**config.mk**
```make
export PLATFORM = sky130hd
export DESIGN_NAME = fifo_axis_reader
export DESIGN_NICKNAME = d
export VERILOG_FILES = /design/src/rtl/fifo_axis_reader_pkg.sv /design/src/rtl/fifo_axis_reader_stream_skid_buf.sv /design/src/rtl/fifo_axis_reader.sv
export SDC_FILE = /design/constraint.sdc
export NUM_CORES = 1
export LEC_CHECK = 0
export CELL_PAD_IN_SITES_DETAIL_PLACEMENT = 1
export CELL_PAD_IN_SITES_GLOBAL_PLACEMENT = 1
export CORE_ASPECT_RATIO = 2
export CORE_MARGIN = 10
export CORE_UTILIZATION = 25
export CTS_CLUSTER_SIZE = 20
export DETAILED_ROUTE_END_ITERATION = 8
export PLACE_DENSITY = 0.54
export SYNTH_ARGS = -nofsm -noshare
export SYNTH_HDL_FRONTEND = slang
export SYNTH_SLANG_ARGS = --single-unit
```
**constraint.sdc**
```tcl
create_clock -name clk -period 2.6 [get_ports clk]
set_clock_uncertainty 0.2 [all_clocks]
set_input_delay 0.52 -clock clk [delete_from_list [all_inputs] [get_ports clk]]
set_output_delay 0.52 -clock clk [all_outputs]
set_load 0.01 [all_outputs]
```
**src/rtl/fifo_axis_reader_pkg.sv**
```systemverilog
// Shared defaults and width helpers for the FIFO-to-AXI4-Stream read adapter.
// Defaults describe a 960x540 frame of 24-bit pixels.
package fifo_axis_reader_pkg;

    localparam int DEFAULT_DATA_WIDTH  = 32'd24;
    localparam int DEFAULT_LINE_PIXELS = 32'd960;
    localparam int DEFAULT_FRAME_LINES = 32'd540;

    // Counter width for a 0..n-1 range; a single bit is the floor.
    function automatic int cnt_width(input int n);
        return (n > 32'd2) ? $clog2(n) : 32'd1;
    endfunction

endpackage

```
**src/rtl/fifo_axis_reader_stream_skid_buf.sv**
```systemverilog
// Two-entry output buffer (OUT plus SKID) with valid/ready on the output side.
// The producer guarantees it never writes while both entries are held and unpopped.
module stream_skid_buf
    import fifo_axis_reader_pkg::*;
#(
    parameter int DATA_WIDTH = DEFAULT_DATA_WIDTH
) (
    input  logic                  clk,
    input  logic                  rst_n,
    input  logic                  in_valid,
    input  logic [DATA_WIDTH-1:0] in_data,
    input  logic                  out_ready,
    output logic                  out_valid,
    output logic [DATA_WIDTH-1:0] out_data,
    output logic [1:0]            occupancy
);

    logic                  out_valid_r;
    logic                  skid_valid_r;
    logic [DATA_WIDTH-1:0] out_data_r;
    logic [DATA_WIDTH-1:0] skid_data_r;
    logic                  pop_s;

    assign pop_s     = out_valid_r & out_ready;
    assign out_valid = out_valid_r;
    assign out_data  = out_data_r;
    assign occupancy = {1'b0, out_valid_r} + {1'b0, skid_valid_r};

    // OUT/SKID update: SKID drains into OUT first so beats leave in arrival order.
    always_ff @(posedge clk or negedge rst_n) begin
        if (!rst_n) begin
            out_valid_r  <= 1'b0;
            skid_valid_r <= 1'b0;
            out_data_r   <= {DATA_WIDTH{1'b0}};
            skid_data_r  <= {DATA_WIDTH{1'b0}};
        end else if (skid_valid_r) begin
            if (pop_s) begin
                out_data_r  <= skid_data_r;
                out_valid_r <= 1'b1;
                if (in_valid) begin
                    skid_data_r <= in_data;
                end else begin
                    skid_valid_r <= 1'b0;
                end
            end
        end else if (in_valid) begin
            if (!out_valid_r || pop_s) begin
                out_data_r  <= in_data;
                out_valid_r <= 1'b1;
            end else begin
                skid_data_r  <= in_data;
                skid_valid_r <= 1'b1;
            end
        end else if (pop_s) begin
            out_valid_r <= 1'b0;
        end
    end

endmodule

```
**src/rtl/fifo_axis_reader.sv**
```systemverilog
// Drains a 1-cycle-latency FIFO read port into an AXI4-Stream master with
// line (tlast) and frame (tuser) framing derived from beat counters.
module fifo_axis_reader
    import fifo_axis_reader_pkg::*;
#(
    parameter int DATA_WIDTH  = DEFAULT_DATA_WIDTH,
    parameter int LINE_PIXELS = DEFAULT_LINE_PIXELS,
    parameter int FRAME_LINES = DEFAULT_FRAME_LINES
) (
    input  logic                  clk,
    input  logic                  rst_n,
    output logic                  fifo_rd,
    input  logic [DATA_WIDTH-1:0] fifo_odata,
    input  logic                  fifo_empty,
    output logic                  m_axis_tvalid,
    input  logic                  m_axis_tready,
    output logic [DATA_WIDTH-1:0] m_axis_tdata,
    output logic                  m_axis_tlast,
    output logic                  m_axis_tuser,
    output logic                  frame_done
);

    localparam int COL_W = cnt_width(LINE_PIXELS);
    localparam int ROW_W = cnt_width(FRAME_LINES);
    localparam logic [COL_W-1:0] COL_LAST = COL_W'(LINE_PIXELS - 1);
    localparam logic [ROW_W-1:0] ROW_LAST = ROW_W'(FRAME_LINES - 1);

    logic             in_flight_r;
    logic             frame_done_r;
    logic [COL_W-1:0] col_r;
    logic [ROW_W-1:0] row_r;
    logic [1:0]       occ_s;
    logic [1:0]       level_s;
    logic             pop_s;
    logic             issue_s;
    logic             col_last_s;
    logic             row_last_s;

    stream_skid_buf #(
        .DATA_WIDTH(DATA_WIDTH)
    ) u_buf (
        .clk       (clk),
        .rst_n     (rst_n),
        .in_valid  (in_flight_r),
        .in_data   (fifo_odata),
        .out_ready (m_axis_tready),
        .out_valid (m_axis_tvalid),
        .out_data  (m_axis_tdata),
        .occupancy (occ_s)
    );

    assign pop_s      = m_axis_tvalid & m_axis_tready;
    assign level_s    = occ_s + {1'b0, in_flight_r};
    assign col_last_s = (col_r == COL_LAST);
    assign row_last_s = (row_r == ROW_LAST);

    // Issue a read only when its data is guaranteed a free slot on landing.
    always_comb begin
        issue_s = 1'b0;
        if (rst_n && !fifo_empty) begin
            if (level_s < 2'd2) begin
                issue_s = 1'b1;
            end else if ((level_s == 2'd2) && pop_s) begin
                issue_s = 1'b1;
            end else begin
                issue_s = 1'b0;
            end
        end else begin
            issue_s = 1'b0;
        end
    end

    assign fifo_rd       = issue_s;
    assign m_axis_tlast  = m_axis_tvalid & col_last_s;
    assign m_axis_tuser  = m_axis_tvalid & (col_r == {COL_W{1'b0}}) & (row_r == {ROW_W{1'b0}});
    assign frame_done    = frame_done_r;

    // In-flight tracking plus column/row counters that move only on accepted beats.
    always_ff @(posedge clk or negedge rst_n) begin
        if (!rst_n) begin
            in_flight_r  <= 1'b0;
            frame_done_r <= 1'b0;
            col_r        <= {COL_W{1'b0}};
            row_r        <= {ROW_W{1'b0}};
        end else begin
            in_flight_r  <= issue_s;
            frame_done_r <= pop_s & col_last_s & row_last_s;
            if (pop_s) begin
                if (col_last_s) begin
                    col_r <= {COL_W{1'b0}};
                    row_r <= row_last_s ? {ROW_W{1'b0}} : (row_r + ROW_W'(1));
                end else begin
                    col_r <= col_r + COL_W'(1);
                end
            end
        end
    end

endmodule

```
==> results of run 1 <==
per-stage QoR:
step                setup WS (ps)  std cells  cell area (µm²)
floorplan                    55.4        293             3280
global route                 46.9        524             4490
detailed placement           -156        508             4160
finish                        136        524             4490
global placement             -176        508             4160
CTS                          54.4        524             4490
cell usage after synthesis, drive strengths merged, types with 2 or more instances:
cell type	n	share of area, %
mux2	25	8.6
buf	12	2.0
o21ai	13	2.0
nor4	2	0.38
a21oi	29	4.8
nand3	7	1.1
and3	3	0.57
inv	10	1.1
mux2i	25	7.6
o31ai	3	0.69
nand4	9	1.7
o211ai	2	0.46
nor2	31	3.5
nand2	16	1.8
xor2	4	1.1
dfrtp	72	55
or3	4	0.76
clkbuf	4	0.53
and4	3	0.80
xnor2	3	0.80
ha	4	1.5
nor3	4	0.76
power breakdown:
group / internal (mW) / switching [mW] / leakage [nW] / total (mW)
clock network: 0.860 / 0.472 / 0.155 / 1.33
registers: 1.55 / 0.253 / 0.862 / 1.81
logic: 0.896 / 0.789 / 0.889 / 1.69
total: 3.31 / 1.52 / 1.91 / 4.83
flip-flops by register name (all words and copies together) (netlist names):
signal              cells
row_r                  10
frame_done              1
u_buf.skid_valid_r      1
in_flight_r             1
u_buf.skid_data_r      24
col_r                  10
u_buf.out_data         24
u_buf.out_valid         1
routing by layer:
layer,vias up,GRT usage (%)
li1,1180,-
met4,0,5.04
met1,1260,10.6
met3,8,2.66
met5,-,0
met2,34,18.9
cells by family after synthesis:
logic type | Yosys count
simple gates | 84
flops | 72
mux | 50
buf+inv | 26
xor+xnor | 7
fa+ha+maj | 5
compound gates | 49
worst min-delay path by stage:
stage / startpoint / to / slack [ps] / depth (start not counted)
after floorplan: rst_n / col_r[0] / 20 / 0
final: rst_n / u_buf.out_data[23] / 230 / 2
after global placement: row_r[8] / row_r[8] / 290 / 1
after global routing: rst_n / in_flight_r / 300 / 2
after CTS: rst_n / in_flight_r / 280 / 2
after detailed placement: u_buf.skid_data_r[20] / u_buf.skid_data_r[20] / 300 / 1
what timing repair did:
item,4_1_cts,5_1_grt
pin swaps,2,0
setup endpoints to repair,3,1
cloned,0,0
setup buffers,1,0
gates resized for setup,9,3
worst reg2reg max path, delay by kind of cell (launching register included):
family	cells	cell delay, ps
mux	1	380
flops	1	350
simple gates	1	200
xor+xnor	1	190
buf+inv	2	630
final cells by class:
type	count	area, µm²	area share (%)
Inverter	10	37.5	0.837
Tap cell	152	190	4.24
Multi-Input combinational cell	195	1380	30.8
Clock inverter	5	81.3	1.81
Sequential cell	72	1800	40.2
Clock buffer	10	239	5.33
Timing Repair Buffer	80	752	16.8
==> run metrics, run 1 <==
status completed; Fillers 1,414; worst flop-to-flop path startpoint u_buf.skid_valid_r; relative slew slack 36.3%; unrepaired setup endpoints after global routing no; share of layout cells above drive strength 1 20.7%; family with the most delay on the worst path adder cells; Clk pin slew, worst setup/hold paths around 60 ps; num ports 57; Pwr Density 1080 nW/µm²; Leak ~1.9 nW; pin count of the biggest net entering global routing 73; DRC Markers 0; Num CTS Buffers 9; WP data required 1880 ps; initial antenna violation count 0; Yosys reg bits 72; most common cell after layout, fill and taps aside dfrtp_1; Syn Inst Count a little under 300; most frequent cells in the layout dfrtp_1 (70), clkdlybuf4s50_1 (52), nor2_1 (30); period utilization 94.8%; Max stage delay on crit path 540 ps; critical path class reg -> out; WP depth 5; Synth Flop Type dfrtp_1; Via density between 4 and 5; capture point of the worst reg-to-reg path u_buf.skid_data_r[13]; syn_nets about 330; die width between 100 and 150 µm; gr usage total a little over a tenth; Worst setup SP type flop; Final Hold Fails 0; worst path bufs/invs 2; Yosys cell types 36; crit path to fifo_rd; Slowest cell on crit path fa_1; max_cap viols 0; Avg Cell Area, Syn 11.2 µm²; row count about 60; Worst Setup SP u_buf.out_valid; drt total wl 9040 µm; Worst-Skew Late Latency 330 ps; RePlAce Congestion between 0.7 and 0.8; Worst-Margin Slew between 900 and 1000 ps; Post-synth EDFFs 0; core area 12,900 µm²; Remaining Overflow, GRT 0; Detail Route Antenna Nets 0; CTS tree built; synthesis warning total 0; area grow syn2layout 36.8%; multiplexer area fraction after synthesis about 16%; Worst R2R Path Depth 5; CP Cell Sequence inv_1 -> fa_1 -> a31oi_1 -> nor3b_2 -> buf_2; CTS root buf clkbuf_16; Max Clk Rate 406 MHz; fin crit period roughly 2500 ps; Met1 Wirelength 3430 µm; Vias 2,482; uppermost layer routed met4; Final Max Slew Viols 0; first-pass GRT wire length between 15,000 and 20,000 µm; fin util 34.7%; Antenna diodes 0; vias in the first global route 2,869; Synth Cell Area 3280 µm²; Max clock buf depth 2; Post-CTS Hold Fix Bufs 0; drt pass-1 iters 4; DRT iter0 DRCs 87; top fanout value on the critical path 2; xor and xnor area share after synthesis 1.87%; clock sinks 72; Hold WC Path Type in -> async; final net count 401; capturing element type of the critical path primary output; routed length per instance 17.3 µm; sequential area share after synthesis 55.0%; Sum Neg Setup Slack 0 ps; Initial Util approximately 25%; Die ar. 18,400 µm²; hpwl dp 6560 µm; final setup fails 0; Worst Path Arrival approximately 1700 ps; worst vdd ir 488 µV; met3 wire length 279 µm; Compound-Gate Fraction of Synth Area 8.36%; Synth async-reset ratio between 90% and 100%; DR WL met2 just over 5000 µm; Adder-Cell Fraction of Synth Area 2.14%; post-synthesis simple-gate area fraction 12.8%; total power 4.83 mW; Max H-tree Level 3; main combinational cell family by area after synthesis multiplexers; Die Height 182 µm; hold slack 226 ps; r2r setup slk 530 ps; port buffer count 56
(Power assumes the default switching activity.)
==> inputs of run 2 (changes only) <==
- PLACE_DENSITY: 0.54 -> 0.52
- clock period: 2.6 -> 2.81 ns (I/O delays scaled with it)
==> run metrics, run 2 (synthesis gave the netlist of run 1 again) <==
max_cap viols 0; share of layout cells above drive strength 1 18.4%; DRC Markers 0; Via density 4.80; first-pass GRT wire length between 10,000 and 15,000 µm; core area about 13,000 µm²; Initial Util 25.4%; area grow syn2layout 34.4%; Detail Route Antenna Nets 0; Worst setup SP type flop; worst flop-to-flop path startpoint row_r[7]; RePlAce Congestion around 0.79; CTS root buf clkbuf_16; Max H-tree Level 3; port buffer count 56; Placed Cells roughly 500; DRT iter0 DRCs 34; gr usage total 10.1%; drt pass-1 iters 4; hold slack about 280 ps; row count 59; fin crit period 2710 ps; final setup fails 0; Post-CTS Hold Fix Bufs 0; top fanout value on the critical path 8; Slowest cell on crit path clkdlybuf4s50_1; CP Cell Sequence and4b_1 -> nand4_1 -> nor2_1 -> clkdlybuf4s50_1; critical path class reg -> out; WP data required 2050 ps; vias in the first global route 2,818; Clk pin slew, worst setup/hold paths around 60 ps; Remaining Overflow, GRT 0; Final Hold Fails 0; hpwl dp 6340 µm; die width 101 µm; Die Height approximately 180 µm; r2r setup slk 750 ps; routed length per instance between 15 and 20 µm; Max Clk Rate 369 MHz; unrepaired setup endpoints after global routing no; relative slew slack 36.4%; Worst R2R Path Depth 4; Num CTS Buffers 9; Max clock buf depth 2; most frequent cells in the layout dfrtp_1 (69), clkdlybuf4s50_1 (53), nor2_1 (30); Final Max Slew Viols 0; worst vdd ir 374 µV; fin cells 516; Antenna diodes 0; period utilization 96.4%; Max stage delay on crit path 560 ps; num ports 57; Hold WC Path Type in -> async; Worst Path Arrival approximately 2000 ps; status completed; drt total wl 8870 µm; worst path bufs/invs 1; Worst-Margin Slew 954 ps; Sum Neg Setup Slack 0 ps; clock sinks ~70; Die ar. 18,400 µm²; Vias 2,479; most common cell after layout, fill and taps aside dfrtp_1; final net count 392; CTS tree built; Leak 1.84 nW; Pwr Density 992 nW/µm²; initial antenna violation count 0; pin count of the biggest net entering global routing 73; capture point of the worst reg-to-reg path row_r[0]; family with the most delay on the worst path simple AND/OR/NAND/NOR gates; Worst-Skew Late Latency 330 ps; Fillers 1,427; capturing element type of the critical path primary output
==> run 2: area by class of cell <==
class | instances | area (µm²) | share of cell area [%]
Sequential cell | 72 | 1810 | 41.0
Multi-Input combinational cell | 195 | 1380 | 31.4
Timing Repair Buffer | 71 | 693 | 15.7
Clock buffer | 10 | 229 | 5.20
Tap cell | 152 | 190 | 4.32
Clock inverter | 6 | 67.6 | 1.53
Inverter | 10 | 37.5 | 0.852
==> run 2: per-stage QoR <==
stage          total power, mW  worst slack [ps]  cell area (µm²)  util, %
2_1_floorplan             2.52              39.5             3280        -
3_3_place_gp              3.22            0.0839             4090     31.6
4_1_cts                   4.47              43.5             4400     34.0
3_5_place_dp              3.28              38.8             4090     31.6
6_report                  4.37               101             4400     34.1
5_1_grt                   4.70              10.1             4400     34.1
==> run 2: layer usage <==
layer	GRT usage [%]	share of wire, %	vias up
met3	2.66	4.0	14
met5	0	0	-
li1	-	-	1158
met2	18.3	56	41
met4	4.82	2.6	0
met1	10.2	37	1266
==> run 2: worst max-delay path by stage <==
stage	from	to	slack, ps	cells past startpoint
5_1_grt	col_r[6]	m_axis_tlast	10	4
3_5_place_dp	m_axis_tready	fifo_rd	40	4
4_1_cts	col_r[6]	m_axis_tlast	40	4
6_report	col_r[6]	m_axis_tlast	100	4
2_1_floorplan	u_buf.skid_valid_r	fifo_rd	40	6
3_3_place_gp	m_axis_tready	fifo_rd	0.08	4
==> run 2: timing repair <==
action                     in CTS  in global routing
setup buffers                   1                  0
setup endpoints to repair       3                  2
gates resized for setup         4                  3
==> run 2: report_power, final <==
| part | internal [mW] | switching, mW |
|---|---|---|
| Combinational | 0.816 | 0.713 |
| Clock | 0.691 | 0.463 |
| Sequential | 1.44 | 0.248 |
| Total | 2.94 | 1.42 |
==> inputs of run 3 (changes only) <==
- CELL_PAD_IN_SITES_DETAIL_PLACEMENT: 1 -> unset
- CELL_PAD_IN_SITES_GLOBAL_PLACEMENT: 1 -> unset
- PLACE_DENSITY: 0.52 -> 0.44
==> run metrics, run 3 (synthesis gave the netlist of run 1 again) <==
vias in the first global route around 2,700; Post-CTS Setup Repair Bufs 0; relative slew slack 35.5%; worst vdd ir 372 µV; Detail Route Antenna Nets 0; Via density about 4.6; Design Area, Final roughly 4500 µm²; first-pass GRT wire length 13,700 µm; die width between 100 and 150 µm; Initial Util 25.4%; most frequent cells in the layout dfrtp_1 (70), clkdlybuf4s50_1 (53), nor2_1 (30); r2r setup slk 730 ps; row count 59; Vias 2,393; most common cell after layout, fill and taps aside dfrtp_1; fin util between 30% and 40%; initial antenna violation count 0; Worst Path Arrival 1910 ps; Pwr Density 1020 nW/µm²; final net count a little under 400; drt pass-1 iters 4; critical path class reg -> out; DRT iter0 DRCs about 130; fin crit period 2670 ps; core area 12,900 µm²; Max Clk Rate 374 MHz; num ports 57; capturing element type of the critical path primary output; drt total wl 8260 µm; period utilization 95.1%; hold slack 248 ps; port buffer count between 50 and 60; CTS root buf clkbuf_16; unrepaired setup endpoints after global routing no; RePlAce Congestion 0.744; Max clock buf depth 2; top fanout value on the critical path 5; DRC Markers 0; final setup fails 0; Remaining Overflow, GRT 0; Antenna diodes 0; Die ar. 18,400 µm²; hpwl dp around 6000 µm; Hold WC Path Type in -> async; status completed; WP data required 2050 ps; share of layout cells above drive strength 1 18.7%; routed length per instance 16.0 µm; max_cap viols 0; gr usage total a little under a tenth; pin count of the biggest net entering global routing between 70 and 80; CTS tree built; Max H-tree Level 3; Final Max Slew Viols 0; Worst setup SP type flop; Leak 1.88 nW; Final Hold Fails 0; Placement Cell Area 4100 µm²; clock sinks 72; Clk pin slew, worst setup/hold paths about 60 ps; Die Height 182 µm; Worst-Skew Late Latency 330 ps; Worst-Margin Slew slightly below 1000 ps; Num CTS Buffers 9; area grow syn2layout 35.8%
## run 3: worst paths after layout
path / startpoint / end / depth (start not counted)
worst min-delay path: rst_n / u_buf.out_valid / 2
worst max-delay path: col_r[9] / m_axis_tlast / 4
max in group asynchronous: rst_n / col_r[7] / 2
worst max register to register: u_buf.skid_valid_r / u_buf.skid_data_r[6] / 5
worst min register to register: u_buf.skid_data_r[1] / u_buf.skid_data_r[1] / 1
min in group clk: u_buf.skid_data_r[1] / u_buf.skid_data_r[1] / 1
## run 3: final cells by class
cell class	instances	area, µm²
clock buffer	9	225
clock inverter	7	120
fill	1297	8470
inverter	10	37.5
multi-input combinational	195	1380
sequential	72	1800
tap	152	190
timing repair buffer	71	693
## run 3: timing repair
| action | 4_1_cts | 5_1_grt |
|---|---|---|
| resized for setup | 2 | 4 |
| gates cloned | 0 | 0 |
| setup endpoints to repair | 2 | 3 |
| hold buffers | 0 | 0 |
| hold endpoints to repair | 0 | 0 |
## run 3: stage by stage
step / cells / setup slack [ps] / TNS, ps / total power, mW
after floorplan: 293 / 39.5 / 0 / 2.52
after global placement: 500 / -16.9 / -16.9 / 3.23
after detailed placement: 500 / -35.7 / -35.7 / 3.27
after CTS: 516 / 40.2 / 0 / 4.62
after global routing: 516 / 17.1 / 0 / 4.83
final: 516 / 137 / 0 / 4.52
## run 3: metal layers
metal | part of all wire [%] | global-route usage [%]
met5 | 0 | 0
met4 | 1.7 | 4.71
met3 | 3.9 | 2.66
met2 | 56 | 16.6
met1 | 38 | 9.95
## run 3: power breakdown
part	internal (mW)	switching (mW)	leakage, nW	total (mW)
sequential	1.44	0.226	0.862	1.66
clock	0.868	0.455	0.166	1.32
combinational	0.821	0.714	0.849	1.53
total	3.13	1.39	1.88	4.52
## run 3: worst max-delay path: stages (launching register included)
cell	delay, ps
dfrtp_1	400
and4b_2	290
nand4_1	190
nor2_1	150
clkdlybuf4s50_1	550
==> variant 1, RTL diff (flow settings as in run 1) <==
Reset style: synchronous (`rst_n`), changed in 2 clocked blocks.
--- a/src/rtl/fifo_axis_reader_stream_skid_buf.sv
+++ b/src/rtl/fifo_axis_reader_stream_skid_buf.sv
@@ -28,5 +28,5 @@
 
     // OUT/SKID update: SKID drains into OUT first so beats leave in arrival order.
-    always_ff @(posedge clk or negedge rst_n) begin
+    always_ff @(posedge clk) begin
         if (!rst_n) begin
             out_valid_r  <= 1'b0;
--- a/src/rtl/fifo_axis_reader.sv
+++ b/src/rtl/fifo_axis_reader.sv
@@ -77,5 +77,5 @@
 
     // In-flight tracking plus column/row counters that move only on accepted beats.
-    always_ff @(posedge clk or negedge rst_n) begin
+    always_ff @(posedge clk) begin
         if (!rst_n) begin
             in_flight_r  <= 1'b0;
Function: differs if rst_n is asserted again (counterexample within 4 cycles, from zero or initial values and one cycle with rst_n low); with rst_n held inactive, the same outputs for 4 cycles.
==> variant 1 against run 1 <==
- maximum frequency increased by 2.5%
- sequential cell count did not move
- routed wire length increased by 4.7%
- synthesized area decreased by 2.6%
- setup slack better by 0.060 ns
- final area decreased by 2.6%
- critical endpoint unchanged
- core utilization grew 0.070 points
- critical path depth unchanged
- sequential share of layout area fell by 7.1 points
- register-to-register slack worse by 0.28 ns
- largest cell class is now multi-input combinational cells
Power is not compared: it rests on default switching activity, and its combinational part moved more than twofold at a synthesized area within 25%.
==> variant 1: results <==
[layout]
design_area_um2 = 4370
buf_share_pct = 16.3
n_all_inverters = 8
sequential_cell_total = 72
n_all_buffers = 76
multi_input_comb_area_um2 = 1650
layout.nets = 439
clockBufferCount = 9
nMultiInputCombCells = 239
drive_gt1_share_pct = 13.4
clk_share_pct = 7.82
seq_area_um2 = 1450

[logic_synthesis]
synth_area_leaders = "dfxtp_1, mux2i_1, nor2_1"
synthFlopType = "dfxtp_1"
netlist_instances = 341
synth_fa_ha_area_share_pct = 2.19
ys_top_cells_by_count = "dfxtp_1, nor2_1, mux2i_1"
synth_mux_area_share_pct = 15.4
synth_compound_gate_area_share_pct = 11.3
yosysSeqAreaShare_pct = 45.1
synth_fp_nets = 374
synth_xor_area_share_pct = 3.02
yosysUniqueCellTypes = 46

[timing]
slew_headroom_pct = 53.6
hold_ws_ns = 0.293

[placed_design]
dp_slack_ns = -0.247
dpl_cell_area_um2 = 4000
routabilityCongestion = 0.759
dp_cells = 543
place_hpwl_um = 6690

[hold_path]
hp-class = "flop to flop"

[grt]
grt_pass1_vias = 2939
use_met1_pct = 10.4
track_usage_pct = 11.0
grt_max_degree = 60
grt_pass1_wl_um = 15600

[detailed_routing]
wl_met3_um = 498
drt_wl_total_um = 9470
wl_met1_um = 3450
via_per_inst = 4.84
dr.first_iter.drc_count = 71
met2_length_um = 5350
vias = 2708

[setup_path]
regToRegSetupSlack_ns = 0.25
r2r-start = "u_buf.skid_valid_r"
arrival_ns = 1.68

[run_status]
status = "completed"

[clocking]
clk_path_buf_depth = 2
## variant 1: changes by cell type after synthesis, moves of 4 or more
cell      change
a211oi_1     +24
a21oi_1      -22
clkbuf_1      +7
dfrtp_1      -72
dfxtp_1      +72
mux2_2       -25
mux2i_1      +24
nor2_1       +33
nor3_1        +4
o21ai_0       -6
xor2_1        +4
## variant 1: worst max-delay path by stage
stage | cells past startpoint | endpoint | start | slack (ns)
final | 5 | fifo_rd | u_buf.out_valid | 0.20
after global routing | 5 | u_buf.out_data[16] | u_buf.skid_valid_r | 0.007
after CTS | 7 | m_axis_tuser | row_r[1] | 0.008
after detailed placement | 5 | fifo_rd | m_axis_tready | -0.25
after global placement | 5 | fifo_rd | m_axis_tready | -0.27
after floorplan | 6 | fifo_rd | u_buf.skid_valid_r | 0.18
## variant 1: through the flow
step,utilization [%],total power [mW]
floorplan,-,1.30
global placement,31.9,1.45
detailed placement,31.9,1.46
CTS,34.8,2.93
global route,34.8,2.99
finish,34.8,2.87
## variant 1: worst max-delay path: stages, from the launching register on
cell,delay [ns]
dfxtp_1,0.33
inv_1,0.07
fa_1,0.55
a21oi_2,0.07
nor3_2,0.16
clkbuf_2,0.17
## variant 1: what timing repair did
item                                    in CTS  in global routing
endpoints found under the setup margin       4                  4
gates resized for setup                      8                  6
pin swaps                                    1                  1
cloned                                       1                  0
buffers inserted                             1                  0
## variant 1: power groups by stage
stage	logic [mW]	registers (mW)	clock network [mW]
finish	0.272	1.16	1.44
detailed placement	0.273	1.18	0
CTS	0.280	1.16	1.49
floorplan	0.106	1.19	0
global route	0.302	1.16	1.53
global placement	0.269	1.18	0
==> variant 2, RTL diff (config.mk and constraints of run 1) <==
Made on the original files. Change the package constant `DEFAULT_LINE_PIXELS` from 32'd960 to 32'd3840.
--- a/src/rtl/fifo_axis_reader_pkg.sv
+++ b/src/rtl/fifo_axis_reader_pkg.sv
@@ -4,5 +4,5 @@
 
     localparam int DEFAULT_DATA_WIDTH  = 32'd24;
-    localparam int DEFAULT_LINE_PIXELS = 32'd960;
+    localparam int DEFAULT_LINE_PIXELS = 32'd3840;
     localparam int DEFAULT_FRAME_LINES = 32'd540;
 
Check against the original RTL: no difference found for any inputs over 4 cycles, from zero or initial values and one cycle with rst_n low; that may be too few to reach the edited logic, so the function may still have changed.
==> variant 2 against run 1 <==
- count of clock-buffer cells in the layout stayed put
- worst hold slack better by 0.080 ns
- final cell count is 4.4% higher
- critical path depth stayed put
- setup slack worse by 0.010 ns
- sequential cell count is 2 higher
- synthesized area is 4.0% higher
- via count is 5.6% higher
- global-route usage is 0.19 points lower
- routed wire length is 2.0% higher
- total power is 4.5% higher
- final area is 4.6% higher
- critical path type unchanged
==> variant 2: results <==
[pwr]
pwr_density_cell_nw_per_um2 = 1070
p_leak_nw = 2.00
ir_drop_v = 0.000364

[flow_run]
maxCapViolations = 0

[detailed_routing]
met2_length_um = 5150
dr.pass1.iters = 3
dr.first_iter.drc_count = 44
wl_met1_um = 3470
wl_met3_um = 455
routed_wire_length_per_instance_um = 16.9
via_per_inst = 4.79

[setup_path]
regToRegSetupSlack_ns = 0.39
cp_slowest_cell = "fa_1"
rr_endpoint = "row_r[8]"
r2r-start = "col_r[2]"

[layout]
buf_share_pct = 16.6
multi_input_area_share_pct = 31.9
layout.nets = 420
drive_gt1_share_pct = 20.2
clk_share_pct = 7.30
n_all_inverters = 8
diodes = 0
n_all_buffers = 83
nMultiInputCombCells = 211
final_util_pct = 34.9
final_cells = 547
seq_area_um2 = 1850
nFillCells = 1480

[grt]
grt_pass1_vias = 2900
grt_pass1_wl_um = 14900
use_met1_pct = 9.91
grt_util_met3_pct = 2.95
track_usage_pct = 10.3
met2_usage_pct = 19.1
grt_max_degree = 61

[timing]
worstMarginPinSlew_ns = 0.789
finalCritPeriodShare_pct = 95.2
hold_ws_ns = 0.306

[hold_path]
min_to = "u_buf.skid_data_r[13]"

[placed_design]
dp_slack_ns = -0.284
routabilityCongestion = 0.780
dp_cells = 529
place_hpwl_um = 6810

[logic_synthesis]
ys_top_cells_by_count = "dfrtp_1, nor2_1, a21oi_1"
synth_fp_nets = 341
synth-seq-cells = 74
synth_area_leaders = "dfrtp_1, mux2_2, mux2i_1"
yosysSeqAreaShare_pct = 54.3
yosysUniqueCellTypes = 42
netlist_instances = 308

[run_status]
status = "completed"
## variant 2: worst reg2reg max path: stages (launching register included)
cell and delay [ns]:
dfrtp_1 0.47, nand4_1 0.17, buf_4 0.18, or4_1 0.59, or2_4 0.31, o31ai_1 0.19
## variant 2: report_power, final
part,switching [mW],total [mW],internal (mW)
clock,0.487,1.43,0.941
combinational,0.824,1.78,0.953
sequential,0.252,1.84,1.59
total,1.56,5.04,3.48
## variant 2: cell families after synthesis
logic type / after synthesis / synth area share [%]
flip-flops: 74 / 54.3
adder cells (fa/ha/maj): 5 / 2.06
XOR/XNOR: 10 / 2.57
AND/OR/NAND/NOR: 98 / 15.0
AO/OA/AOI/OAI: 49 / 8.04
buffers and inverters: 23 / 2.75
multiplexers: 49 / 15.3
## variant 2: timing repair
item,in CTS,in global routing
pin swaps,0,1
setup endpoints to repair,3,2
hold buffers,1,0
hold endpoints to repair,14,0
setup buffers,0,1
resized for setup,6,7
